===== config.mk =====
export PLATFORM = sky130hd
export DESIGN_NAME = digit_pattern_gen
export DESIGN_NICKNAME = d
export VERILOG_FILES = /design/src/rtl/digit_pattern_gen.sv
export SDC_FILE = /design/constraint.sdc
export NUM_CORES = 1
export LEC_CHECK = 0
export CORE_MARGIN = 4
export CORE_UTILIZATION = 40
export DETAILED_ROUTE_END_ITERATION = 10
export SYNTH_ARGS = -nofsm -noshare
export SYNTH_HDL_FRONTEND = slang
export SYNTH_SLANG_ARGS = --single-unit

===== constraint.sdc =====
create_clock -name clock -period 2.9 [get_ports clock]
set_input_delay 0.87 -clock clock [delete_from_list [all_inputs] [get_ports clock]]
set_output_delay 0.87 -clock clock [all_outputs]
set_load 0.05 [all_outputs]

===== src/rtl/digit_pattern_gen.sv =====
// Streams a seven-segment raster image of a decimal digit as raster-order pixels
// over a ready/valid handshake. Used to produce known-good frames for bring-up.
module digit_pattern_gen #(
  parameter int IMG_W  = 32,
  parameter int IMG_H  = 48,
  parameter int STROKE = 4
) (
  input  logic       clock,
  input  logic       rst_n,
  input  logic       start,
  input  logic [3:0] digit,
  input  logic       out_ready,
  output logic       pixel_valid,
  output logic       pixel,
  output logic [7:0] hcount,
  output logic [7:0] vcount,
  output logic       line_end,
  output logic       frame_end,
  output logic       busy,
  output logic       done,
  output logic       err
);

  localparam logic [1:0] S_IDLE = 2'd0;
  localparam logic [1:0] S_RUN  = 2'd1;
  localparam logic [1:0] S_DONE = 2'd2;

  localparam int MID = (IMG_H - STROKE) / 2;

  localparam logic [7:0] H_LAST = 8'(IMG_W - 1);
  localparam logic [7:0] V_LAST = 8'(IMG_H - 1);

  // Stroke boundaries widened by one bit so IMG_W/IMG_H of 256 still compare correctly
  localparam logic [8:0] Y_A_END = 9'(STROKE);
  localparam logic [8:0] Y_D_BEG = 9'(IMG_H - STROKE);
  localparam logic [8:0] Y_G_BEG = 9'(MID);
  localparam logic [8:0] Y_G_END = 9'(MID + STROKE);
  localparam logic [8:0] X_L_END = 9'(STROKE);
  localparam logic [8:0] X_R_BEG = 9'(IMG_W - STROKE);

  logic [1:0] state;
  logic [3:0] digit_q;

  // Enabled segments, bit order {a,b,c,d,e,f,g}; out-of-range digits draw nothing
  function automatic logic [6:0] seg_mask(input logic [3:0] d);
    case (d)
      4'd0:    return 7'b1111110;
      4'd1:    return 7'b0110000;
      4'd2:    return 7'b1101101;
      4'd3:    return 7'b1111001;
      4'd4:    return 7'b0110011;
      4'd5:    return 7'b1011011;
      4'd6:    return 7'b1011111;
      4'd7:    return 7'b1110000;
      4'd8:    return 7'b1111111;
      4'd9:    return 7'b1111011;
      default: return 7'b0000000;
    endcase
  endfunction

  function automatic logic seg_hit(input logic [7:0] x, input logic [7:0] y,
                                   input logic [6:0] mask);
    logic [8:0] xe;
    logic [8:0] ye;
    logic [6:0] hit;
    xe     = {1'b0, x};
    ye     = {1'b0, y};
    hit[6] = (ye < Y_A_END);
    hit[5] = (xe >= X_R_BEG) && (ye < Y_G_END);
    hit[4] = (xe >= X_R_BEG) && (ye >= Y_G_BEG);
    hit[3] = (ye >= Y_D_BEG);
    hit[2] = (xe < X_L_END) && (ye >= Y_G_BEG);
    hit[1] = (xe < X_L_END) && (ye < Y_G_END);
    hit[0] = (ye >= Y_G_BEG) && (ye < Y_G_END);
    return |(hit & mask);
  endfunction

  always_ff @(posedge clock or negedge rst_n) begin
    if (!rst_n) begin
      state   <= S_IDLE;
      hcount  <= '0;
      vcount  <= '0;
      digit_q <= 4'hf;
      err     <= 1'b0;
    end else begin
      case (state)
        S_IDLE: begin
          if (start) begin
            state   <= S_RUN;
            digit_q <= digit;
            hcount  <= '0;
            vcount  <= '0;
            err     <= (digit > 4'd9);
          end
        end
        S_RUN: begin
          if (out_ready) begin
            if (hcount == H_LAST) begin
              hcount <= '0;
              if (vcount == V_LAST) begin
                vcount <= '0;
                state  <= S_DONE;
              end else begin
                vcount <= vcount + 8'd1;
              end
            end else begin
              hcount <= hcount + 8'd1;
            end
          end
        end
        S_DONE:  state <= S_IDLE;
        default: state <= S_IDLE;
      endcase
    end
  end

  // All outputs decode from registered state only
  assign pixel_valid = (state == S_RUN);
  assign busy        = (state == S_RUN);
  assign done        = (state == S_DONE);
  assign line_end    = pixel_valid & (hcount == H_LAST);
  assign frame_end   = line_end & (vcount == V_LAST);
  assign pixel       = pixel_valid & seg_hit(hcount, vcount, seg_mask(digit_q));

endmodule


==> reports/results.tsv <==
stage	metric	value	unit
outcome	status	finished with violations	
outcome	violations	setup timing	
clock_network	insertion_delay	0.26	ns
global_routing	grt_pass1_wl	6100	um
synth	yosys.area.top_type_share	31.9	%
global_routing	grt-ovfl-total	0	
place	gp_congestion	0.793	
global_routing	grt_max_degree	24	
finish	n_fill_cell	336	
drt	drcViolationCount	0	
clock_network	cts.sinks	23	
synth	async_reset_ff_share	100	%
global_routing	antenna_found_initial	0	
min_path	hold_class	flip-flop to flip-flop	
synth	synth_ff_type	dfrtp_1	
clock_network	cts_root_buf	clkbuf_8	
critical_path	cp_max_fo	3	
global_routing	first_global_vias	1292	
timing	finalHoldViolCount	0	
finish	multi_input_area	873	um2
clock_network	hold_buffers	0	
synth	post_synth_num_cell_types	42	
power	ir_drop	0.517	mV
drt	antenna_left	0	
timing	drv_slew	0	
timing	fmaxAchievable	331	MHz
critical_path	worst_ep_arrival_time	2.15	ns
drt	wl	3540	um
drt	drt-initial-drc-count	54	
drt	dr.pass1.iters	4	
synth	yosys.area.top_type	dfrtp_1	
critical_path	endpoint_kind	primary output	
global_routing	grt_use_met2	25.0	%
place	numPortBuffers	30	
timing	tightest_slew	0.505	ns
drt	via_count	1329	
global_routing	met1_usage	20.5	%
timing	min_period	3.02	ns
synth	ys_warn_count	0	
synth	avgSynthCellArea	8.83	um2
timing	fin_ws	-0.121	ns
place	dpl.hpwl	2690	um
place	pre_cts_ws	0.0731	ns
finish	fin_util	57.2	%
synth	syn_nets	186	
synth	synth_common_cells	19 x dfrtp_1, 14 x o21ai_0, 13 x nand2_1, 13 x nor2_1, 12 x inv_1	
clock_network	cts_max_path_buffers	2	
clock_network	clk_pin_slew	0.08	ns
power	p_leak	0.820	nW
power	powerDensity	647	nW/um2
drt	drt-vias-per-instance	5.36	
die	die_x	69.1	um
synth	synthTopCellsByArea	dfrtp_1 32%, ha_1 7.5%, dfstp_2 7.0%	
finish	fin_area	1980	um2
finish	drive_gt1_share	20.3	%
timing	finClkSkew	0.00172	ns
global_routing	grt.busiest_layer	met2	
power	finalPower	1.28	mW
drt	routedWlPerCell	14.3	um
synth	synth_edf_count	0	
clock_network	cts_buffers	3	
run	maxCapViolCount	0	
clock_network	cts_tree	yes	
global_routing	track_usage	15.5	%
clock_network	post_cts_buffers	0	
place	dpl_cell_area	1910	um2
die	num_io_pins	31	
finish	antenna_cells	0	
finish	layout.nets	220	
die	initial_utilization	43.0	%
critical_path	start_kind	flip-flop	
critical_path	worstPathRequired	2.03	ns
synth	netlist_instances	169	
finish	seq_area	586	um2
synth	syn-cell-area	1490	um2
finish	area_growth	32.9	%
die	rows	21	
global_routing	grt_use_met3	4.22	%
die	die_y	69.1	um
synth	ys_ff_latch	23	
clock_network	htree_num_levels	1	
timing	rsz0062_at_grt	yes	
critical_path	worstSetupPathType	flip-flop to primary output	
die	die_area	4770	um2
die	fp.coreArea	3470	um2
synth	ys_seq_area_share	38.9	%
timing	timing.slew.headroom	66.2	%
timing	setup_viol	1	
timing	min_period_over_period	104	%
synth	synth_most_common_cell	dfrtp_1	
## cells in the final DEF (no fill, tap or decap), types with 4 or more instances in the layout
master	Yosys	layout
nor3_1	5	4
o21ai_0	14	14
nor2_1	13	12
nand3_1	10	10
xor2_1	7	7
dfrtp_1	19	15
clkdlybuf4s50_1	0	25
dfstp_2	4	4
ha_1	9	9
inv_1	12	12
nand2_1	13	12
a21oi_1	9	8
o31ai_1	5	5
buf_4	1	9
dfrtp_2	0	4
## power breakdown
group | total [mW] | leakage (nW) | switching [mW] | internal, mW
registers | 0.467 | 0.282 | 0.0819 | 0.385
logic | 0.619 | 0.515 | 0.378 | 0.241
clock network | 0.198 | 0.0228 | 0.0996 | 0.0981
## area by class of cell
cell class	instances	area share [%]
multi-input combinational	126	44.0
sequential	23	29.5
timing repair buffer	37	19.0
tap	46	2.90
clock buffer	4	2.27
inverter	12	2.27
## worst paths after layout
check	from	endpoint	depth (start not counted)	slack [ns]
worst min register to register	hcount[4]	hcount[4]	1	0.54
worst max register to register	hcount[5]	vcount[7]	6	0.92
max in group asynchronous	rst_n	digit_q[3]	2	1.66
worst max-delay path	hcount[7]	pixel	6	-0.12
worst min-delay path	hcount[4]	hcount[4]	1	0.54
min in group asynchronous	rst_n	vcount[2]	2	0.96
## stage by stage
step / hold WS [ns] / setup TNS, ns / cells
global route: 0.555 / -0.205 / 248
finish: 0.540 / -0.121 / 248
floorplan: 0.498 / -0.0611 / 169
detailed placement: 0.530 / 0 / 244
CTS: 0.550 / -0.126 / 248
global placement: 0.526 / 0 / 244
## worst max-delay path: stages, from the launching register on
cell	delay (ns)
dfrtp_2	0.40
or3_4	0.40
or4_4	0.44
a21oi_2	0.14
o21bai_2	0.09
a41oi_4	0.25
buf_12	0.17
## registers in the layout, indices dropped and copies added, names as in the netlist
| register | count |
|---|---|
| hcount | 8 |
| err | 1 |
| digit_q | 4 |
| state | 2 |
| vcount | 8 |
## cell families after synthesis
family                     after synthesis  share of synthesized area (%)
DFF                                     23                           38.9
muxes                                    2                           1.34
adders and majority gates                9                           7.54
xor gates and xnor gates                 7                           4.11
AOI/OAI and AO/OA                       43                           19.2
and+or+nand+nor                         65                           22.9
buffers and inverters                   20                           6.03
## routing by layer
layer / vias up / routed length, um / part of all wire [%]
met5: - / 0 / 0
met1: 626 / 1700 / 48
met4: 0 / 36 / 1.0
li1: 669 / - / -
met2: 29 / 1670 / 47
met3: 5 / 134 / 3.8
## repair_timing
action,CTS,global route
resized for setup,4,5
pin swaps,4,0
setup endpoints to repair,1,2
(Power assumes the default switching activity.)
==> edit, RTL diff (same flow settings) <==
Register the output `hcount` once more, cleared by the reset; this adds one clock of latency there. The other outputs are not delayed to match.
--- a/src/rtl/digit_pattern_gen.sv
+++ b/src/rtl/digit_pattern_gen.sv
@@ -37,6 +37,8 @@
   localparam logic [8:0] Y_G_END = 9'(MID + STROKE);
   localparam logic [8:0] X_L_END = 9'(STROKE);
   localparam logic [8:0] X_R_BEG = 9'(IMG_W - STROKE);
+
+  logic [7:0] hcount_s0;
 
   logic [1:0] state;
   logic [3:0] digit_q;
@@ -78,7 +80,7 @@
   always_ff @(posedge clock or negedge rst_n) begin
     if (!rst_n) begin
       state   <= S_IDLE;
-      hcount  <= '0;
+      hcount_s0 <= '0;
       vcount  <= '0;
       digit_q <= 4'hf;
       err     <= 1'b0;
@@ -88,15 +90,15 @@
           if (start) begin
             state   <= S_RUN;
             digit_q <= digit;
-            hcount  <= '0;
+            hcount_s0 <= '0;
             vcount  <= '0;
             err     <= (digit > 4'd9);
           end
         end
         S_RUN: begin
           if (out_ready) begin
-            if (hcount == H_LAST) begin
-              hcount <= '0;
+            if (hcount_s0 == H_LAST) begin
+              hcount_s0 <= '0;
               if (vcount == V_LAST) begin
                 vcount <= '0;
                 state  <= S_DONE;
@@ -104,7 +106,7 @@
                 vcount <= vcount + 8'd1;
               end
             end else begin
-              hcount <= hcount + 8'd1;
+              hcount_s0 <= hcount_s0 + 8'd1;
             end
           end
         end
@@ -118,9 +120,17 @@
   assign pixel_valid = (state == S_RUN);
   assign busy        = (state == S_RUN);
   assign done        = (state == S_DONE);
-  assign line_end    = pixel_valid & (hcount == H_LAST);
+  assign line_end    = pixel_valid & (hcount_s0 == H_LAST);
   assign frame_end   = line_end & (vcount == V_LAST);
-  assign pixel       = pixel_valid & seg_hit(hcount, vcount, seg_mask(digit_q));
+  assign pixel       = pixel_valid & seg_hit(hcount_s0, vcount, seg_mask(digit_q));
+
+  always_ff @(posedge clock or negedge rst_n) begin
+    if (!rst_n) begin
+      hcount <= '0;
+    end else begin
+      hcount <= hcount_s0;
+    end
+  end
 
 endmodule
 
Formal check against the unedited RTL: not equivalent (a bounded check fails within 4 cycles, from zero or initial values and one cycle with rst_n low).
==> edit against the original RTL <==
The flow still finishes with violations (negative setup slack). Power grew 58%. Setup slack lost 0.043 ns. Synthesized area grew 15%. Clock power is 130% higher. Sequential cell count up 8. Critical path type unchanged. Cell area grew 18%. Routed wire length is 22% higher.
==> edit: results (changes against the original RTL) <==
[status]
status=complete, but fails checks
violations=negative setup slack

[cts]
numCtsBuffers=5  ; +2
clk_pin_slew_worst_paths_ns=0.07
clock_latency_ns=0.29  ; +0.03 ns
ctsHtreeMaxLevel=2  ; +1

[critical_path]
crit_family=flip-flops
slowest_stage=dfstp_2
slowest_delay_ns=0.61  ; +0.17 ns
crit_fanout=3  ; unchanged
crit_arrival_ns=2.19  ; +0.04 ns

[timing]
min_period_ns=3.064  ; +0.04340 ns
skew_ns=0.009312  ; +0.007589 ns
slew_headroom_pct=66.53  ; +0.30 points
setup_viol=1  ; unchanged
fin_ws_ns=-0.1644  ; -0.04340 ns
tns_ns=-0.1644  ; -0.04340 ns

[synth]
synth_cell_types=43  ; +2.4%
synthesis.nets=199  ; +7.0%
syn_inst=182  ; +7.7%
synthTopCellsByArea=dfrtp_1 (39%), ha_1 (6.6%), dfstp_2 (6.1%), o21ai_0 (3.5%), nand2_1 (3.1%)
synth.yosys.seq_area_share_pct=45.45  ; +6.6 points
ys_top_cells_by_count=dfrtp_1 (27), nand2_1 (14), inv_1 (12), o21ai_0 (12)

[placed_design]
globalplace.congestion=0.9170  ; +16%
dp_hpwl_um=3062  ; +14%
place_ws_ns=0.05172  ; -0.02139 ns
place_inst=269  ; +10%

[routing]
wl_per_cell_um=15.49  ; +8.6%
drt_pass1_iterations=5  ; +1
avgViaCountPerCell=5.556  ; +3.7%
drtIter0Drc=58  ; +7.4%

[global_route]
track_usage_pct=16.84  ; +1.3 points
grt_pass1_wl_um=7010  ; +15%
grt_pass1_vias=1549  ; +20%
grt_max_degree=32  ; +33%

[layout]
drive_gt1_share_pct=21.83  ; +1.5 points
fill_cells=355  ; +5.7%
final_cells=279  ; +13%
top_regs=hcount (8), hcount_s0 (8), vcount (8)
nNetsFinal=245  ; +11%

[power]
leakage_uw=0.001003  ; +22%
max-vdd-ir-drop_mv=0.6286  ; +22%

[edit: changes by cell type in the layout (fill, tap and decap cells not counted), moves of 3 or more]
| cell | delta |
|---|---|
| dfrtp_2 | -4 |
| xor2_1 | -5 |
| clkbuf_8 | +3 |
| o21ai_1 | +10 |
| o31ai_2 | +4 |
| nor2_1 | -3 |
| o31ai_1 | -3 |
| and2_1 | +3 |
| dfrtp_1 | +12 |
| buf_4 | +10 |
| or4_1 | -3 |
[edit: metal layers]
layer	global-route usage (%)	share of wire, %	up-vias	wire length (um)
li1	-	-	743	-
met1	20.14	43	743	1863
met2	27.56	50	53	2144
met3	4.788	5.3	11	228
met4	8.249	2.0	0	86
met5	0	0	-	0
[edit: area by class of cell]
| cell class | instances | area, um^2 | share of cell area, % |
|---|---|---|---|
| flip-flops and latches | 31 | 780.7 | 33.44 |
| clock buffers | 6 | 82.58 | 3.537 |
| repair buffers | 46 | 427.9 | 18.33 |
| well taps | 50 | 62.56 | 2.680 |
| clock inverters | 2 | 35.03 | 1.501 |
| multi-input cells | 132 | 898.4 | 38.48 |
| inverters | 12 | 47.55 | 2.036 |
[edit: kinds of logic after synthesis]
logic type	synth area share (%)
compound gates	20.61
flops	45.45
buf+inv	4.734
mux	1.165
simple gates	20.47
fa+ha+maj	6.555
xor+xnor	1.020
[edit: final timing paths]
check	startpoint	end	slack [ns]	cells after the start
worst max-delay path	digit_q[1]	pixel	-0.16	7
worst min-delay path	hcount_s0[1]	hcount[1]	0.44	0
worst max register to register	state[1]	vcount[6]	0.79	5
worst min register to register	hcount_s0[1]	hcount[1]	0.44	0
max in group asynchronous	rst_n	digit_q[0]	1.61	2
min in group asynchronous	rst_n	state[1]	0.97	2
[edit: report_power, final]
group / total (uW) / internal (uW) / switching (uW) / leakage (uW)
Clock: 451 / 278 / 174 / 0.0000612
Combinational: 921 / 362 / 558 / 0.000555
Sequential: 659 / 550 / 109 / 0.000387
[edit: repair_timing]
action                                  CTS  global route
endpoints found under the setup margin    1             1
resized for setup                         5             5
pin swaps                                 3             4
setup buffers                             1             1
[edit: stage by stage]
| stage | hold WS [ns] | power (uW) | instance area, um^2 |
|---|---|---|---|
| 2_1_floorplan | 0.3972 | 1216 | 1728 |
| 3_3_place_gp | 0.4261 | 1481 | 2160 |
| 3_5_place_dp | 0.4335 | 1502 | 2160 |
| 4_1_cts | 0.4485 | 1999 | 2305 |
| 5_1_grt | 0.4648 | 2139 | 2335 |
| 6_report | 0.4447 | 2032 | 2335 |
